<file path="src/rtl/switch_debounce3.sv">
// Three-channel switch debouncer with rise/fall/any-change pulses.
// Each channel: 2-flop synchronizer, stability counter, registered edge pulses.
module switch_debounce3 #(
    parameter int unsigned DB_CYCLES = 16,
    parameter int unsigned CNT_W     = 16
) (
    input  logic       clk,
    input  logic       rst_n,
    input  logic [2:0] sw_raw,
    output logic [2:0] sw_db,
    output logic [2:0] sw_rise,
    output logic [2:0] sw_fall,
    output logic       any_change
);

    typedef enum logic {
        IDLE  = 1'b0,
        COUNT = 1'b1
    } state_e;

    localparam logic [CNT_W-1:0] CNT_MAX = CNT_W'(DB_CYCLES - 1);
    localparam logic [CNT_W-1:0] CNT_ONE = CNT_W'(1);

    logic [2:0]       s1_q;
    logic [2:0]       s2_q;
    logic [2:0]       stable_q;
    logic [2:0]       stable_d;
    logic [2:0]       prev_q;
    logic [2:0]       rise_q;
    logic [2:0]       rise_d;
    logic [2:0]       fall_q;
    logic [2:0]       fall_d;
    logic             any_q;
    logic             any_d;
    logic [CNT_W-1:0] cnt_q [3];
    logic [CNT_W-1:0] cnt_d [3];
    state_e           state_q [3];
    state_e           state_d [3];

    // Two-flop synchronizer on the raw switch levels.
    always_ff @(posedge clk or negedge rst_n) begin
        if (!rst_n) begin
            s1_q <= 3'b000;
            s2_q <= 3'b000;
        end else begin
            s1_q <= sw_raw;
            s2_q <= s1_q;
        end
    end

    // Per-channel state, counter and accepted level.
    always_ff @(posedge clk or negedge rst_n) begin
        if (!rst_n) begin
            stable_q <= 3'b000;
            for (int i = 0; i < 3; i++) begin
                cnt_q[i]   <= '0;
                state_q[i] <= IDLE;
            end
        end else begin
            stable_q <= stable_d;
            for (int i = 0; i < 3; i++) begin
                cnt_q[i]   <= cnt_d[i];
                state_q[i] <= state_d[i];
            end
        end
    end

    // Next state: count consecutive mismatches, accept after DB_CYCLES.
    always_comb begin
        stable_d = stable_q;
        for (int i = 0; i < 3; i++) begin
            cnt_d[i]   = cnt_q[i];
            state_d[i] = state_q[i];
            unique case (state_q[i])
                IDLE: begin
                    if (s2_q[i] != stable_q[i]) begin
                        cnt_d[i]   = CNT_ONE;
                        state_d[i] = COUNT;
                    end else begin
                        cnt_d[i] = '0;
                    end
                end
                COUNT: begin
                    if (s2_q[i] == stable_q[i]) begin
                        cnt_d[i]   = '0;
                        state_d[i] = IDLE;
                    end else if (cnt_q[i] == CNT_MAX) begin
                        stable_d[i] = s2_q[i];
                        cnt_d[i]    = '0;
                        state_d[i]  = IDLE;
                    end else begin
                        cnt_d[i] = cnt_q[i] + CNT_ONE;
                    end
                end
                default: begin
                    cnt_d[i]   = '0;
                    state_d[i] = IDLE;
                end
            endcase
        end
    end

    // Pulses fire one cycle after sw_db changes, so compare against
    // a delayed copy of the accepted level.
    always_comb begin
        rise_d = stable_q & ~prev_q;
        fall_d = ~stable_q & prev_q;
        any_d  = |(rise_d | fall_d);
    end

    // Registered edge pulses.
    always_ff @(posedge clk or negedge rst_n) begin
        if (!rst_n) begin
            prev_q <= 3'b000;
            rise_q <= 3'b000;
            fall_q <= 3'b000;
            any_q  <= 1'b0;
        end else begin
            prev_q <= stable_q;
            rise_q <= rise_d;
            fall_q <= fall_d;
            any_q  <= any_d;
        end
    end

    assign sw_db      = stable_q;
    assign sw_rise    = rise_q;
    assign sw_fall    = fall_q;
    assign any_change = any_q;

endmodule
</file>
<file path="config.mk">
export PLATFORM = sky130hd
export DESIGN_NAME = switch_debounce3
export DESIGN_NICKNAME = d
export VERILOG_FILES = /design/src/rtl/switch_debounce3.sv
export SDC_FILE = /design/constraint.sdc
export NUM_CORES = 1
export LEC_CHECK = 0
export CORE_ASPECT_RATIO = 1.4
export CORE_MARGIN = 8
export CORE_UTILIZATION = 50
export CTS_CLUSTER_DIAMETER = 80
export DETAILED_ROUTE_END_ITERATION = 10
export GPL_TIMING_DRIVEN = 1
export PLACE_DENSITY = 0.74
export SYNTH_ARGS = -nofsm -noshare
export SYNTH_HDL_FRONTEND = slang
export SYNTH_SLANG_ARGS = --single-unit
</file>
<file path="constraint.sdc">
create_clock -name clk -period 2.7 [get_ports clk]
set_input_delay 0.405 -clock clk [delete_from_list [all_inputs] [get_ports clk]]
set_output_delay 0.405 -clock clk [all_outputs]
set_load 0.05 [all_outputs]
</file>
==> metrics.txt <==
status=completed; worst skew pair latency=0.35 ns; PostCTS Resize Cnt=0; # setup viols final=0; Crit path required time=2.91 ns; DP HPWL=3740 um; Antenna Nets Post-Route=0; First DRT Iteration DRCs=103; register area share after synthesis=56.3%; Worst Skew=0.0105 ns; root buf cell=clkbuf_8; static leakage=0.00149 uW; Synth Cell Area=3110 um2; Arr. time, crit path=2.30 ns; area delta synth->final=14.3%; CTS clk-pin slew, worst paths=0.08 ns; Pwr Density=584 nW/um2; Distinct cells, synth=31; first-pass GRT wire length=9800 um; Max H-tree Level=3; maximum clock insertion buffer count=2; number of flops mapped to enable cells by yosys=0; post-route design area=3550 um2; I/O pin cnt=15; CTS tree=built; CTS Hold Bufs=0; Mapped Nets=305; vias in the first global route=2218; postcts setup bufs=0; grt ovf=0; Tot GR Track Use=14.0%; asr flop ratio synth=100%; die width=82.6 um; Synth area leaders=dfrtp_1, xnor2_1, nor2_1, ha_1, xor2_1; Cells after Synth=291; placed instance area=3330 um2; cell taking the most area after synthesis=dfrtp_1; hold crit path type=in -> async; minimum clock period=2.09 ns; Final Cycle Share=77.4%; RSZ-0062 raised after global routing=no; Setup crit start kind=flip-flop; number of max-cap violations=0; core box area=6130 um2; Cell Chain, Critical Path=ha_1 > nand3_1 > nor4_4 > or2_1 > nor2_1; Fin. Hold Viols=0; Relative slew margins=57.3%; initial antenna violation count=0; hold slack=0.0765 ns; Initial Util=50.8%; IR drop worst, VDD=0.407 mV; Synth warnings=0; Vias/cell=5.32; full die area=9030 um2; syn_area_per_cell=10.7 um2; kind of critical path=reg -> reg; DRC=0; largest net degree at the start of global routing=43; Main synth FF type=dfrtp_1; fill count=545; Die Y=109 um; slowest CP cell=nor4_4; routed length per instance=13.8 um; CP Capture Type=flip-flop; post-synthesis register bit count=70; vias after detailed routing=2074; clock sinks=70; CTS buffer count=9; Post-Route WL=5370 um; worst slew pin tran=0.641 ns; ANT cells=0; crit path max fanout=14; Worst path max stage delay=0.47 ns; Final GP Congestion=0.928; commonest non-fill, non-tap cells in the layout=dfrtp_1, nor2_1, xnor2_1, inv_1, nand3_1; layout cell share with drive strength beyond 1=7.23%; fmax=0.479 GHz; first-pass iteration count of the detailed router=4; total power=2080 uW; input/output buffers=14; most common cell after layout, fill and taps aside=dfrtp_1; top-area cell type share of the netlist area=56.3%; Final Max Tran Viols=0; fin nets=327; site row count=34; Setup TNS=0 ns
routing by layer:
layer  global-route usage [%]  wire length [um]
met5                        0                 0
met4                     6.44               118
met3                     4.91               216
met2                     22.7              2740
met1                     16.0              2300
path summary, 6_finish.rpt:
kind / endpoint / depth (start not counted) / slack [ns] / startpoint
max in group asynchronous: cnt_q[9] / 2 / 1.99 / rst_n
min in group clk: s2_q[2] / 0 / 0.35 / s1_q[2]
setup / recovery: cnt_q[9] / 5 / 0.61 / cnt_q[0]
hold reg to reg: s2_q[2] / 0 / 0.35 / s1_q[2]
hold / removal: s2_q[1] / 1 / 0.08 / rst_n
setup reg to reg: cnt_q[9] / 5 / 0.61 / cnt_q[0]
cell type report:
type / instances / area (um2) / area share [%]
repair buffers: 15 / 155 / 4.36
inverters: 17 / 63.8 / 1.80
well taps: 72 / 90.1 / 2.53
multi-input cells: 200 / 1270 / 35.6
flip-flops and latches: 70 / 1750 / 49.3
clock buffers: 9 / 124 / 3.48
clock inverters: 7 / 104 / 2.92
state kept, by name, summed over array words and instances (netlist names):
register    flops
sw_db           3
s2_q            3
s1_q            3
state_q         3
sw_fall         3
prev_q          3
cnt_q          48
sw_rise         3
any_change      1
kinds of logic (layout without fill, tap and decap cells):
group	after synthesis	in the layout	share of synthesized area, %
compound gates	6	6	1.25
xor+xnor	44	44	12.4
fa+ha+maj	9	9	3.62
buf+inv	21	48	2.94
flops	70	70	56.3
mux	2	2	0.724
simple gates	139	139	22.7
through the flow:
stage,utilization (%),worst slack (ns),std cells
global placement,54.3,0.625,374
CTS,58.0,0.586,390
floorplan,-,0.894,291
finish,58.0,0.611,390
global route,58.0,0.406,390
detailed placement,54.3,0.600,374
worst max-delay path: cells and delay by family, from the launching register on:
| family | cells | cell delay (ns) |
|---|---|---|
| flip-flops | 1 | 0.42 |
| AND/OR/NAND/NOR | 4 | 1.33 |
| adder cells (fa/ha/maj) | 1 | 0.21 |
Yosys cell counts (all sizes together), types with 3 or more instances:
library cell / count
and3: 6
dfrtp: 70
nand4: 11
inv: 17
nor4: 16
or4: 7
ha: 9
buf: 3
xor2: 12
nor2: 50
a21oi: 3
nor3: 11
nand3: 16
xnor2: 32
nand2: 14
report_power, final:
| group | internal (uW) | switching [uW] |
|---|---|---|
| Sequential | 1060 | 11.3 |
| Clock | 531 | 419 |
| Combinational | 17.1 | 38.2 |
| Total | 1610 | 469 |
No activity file was read; power rests on OpenSTA's default activity.
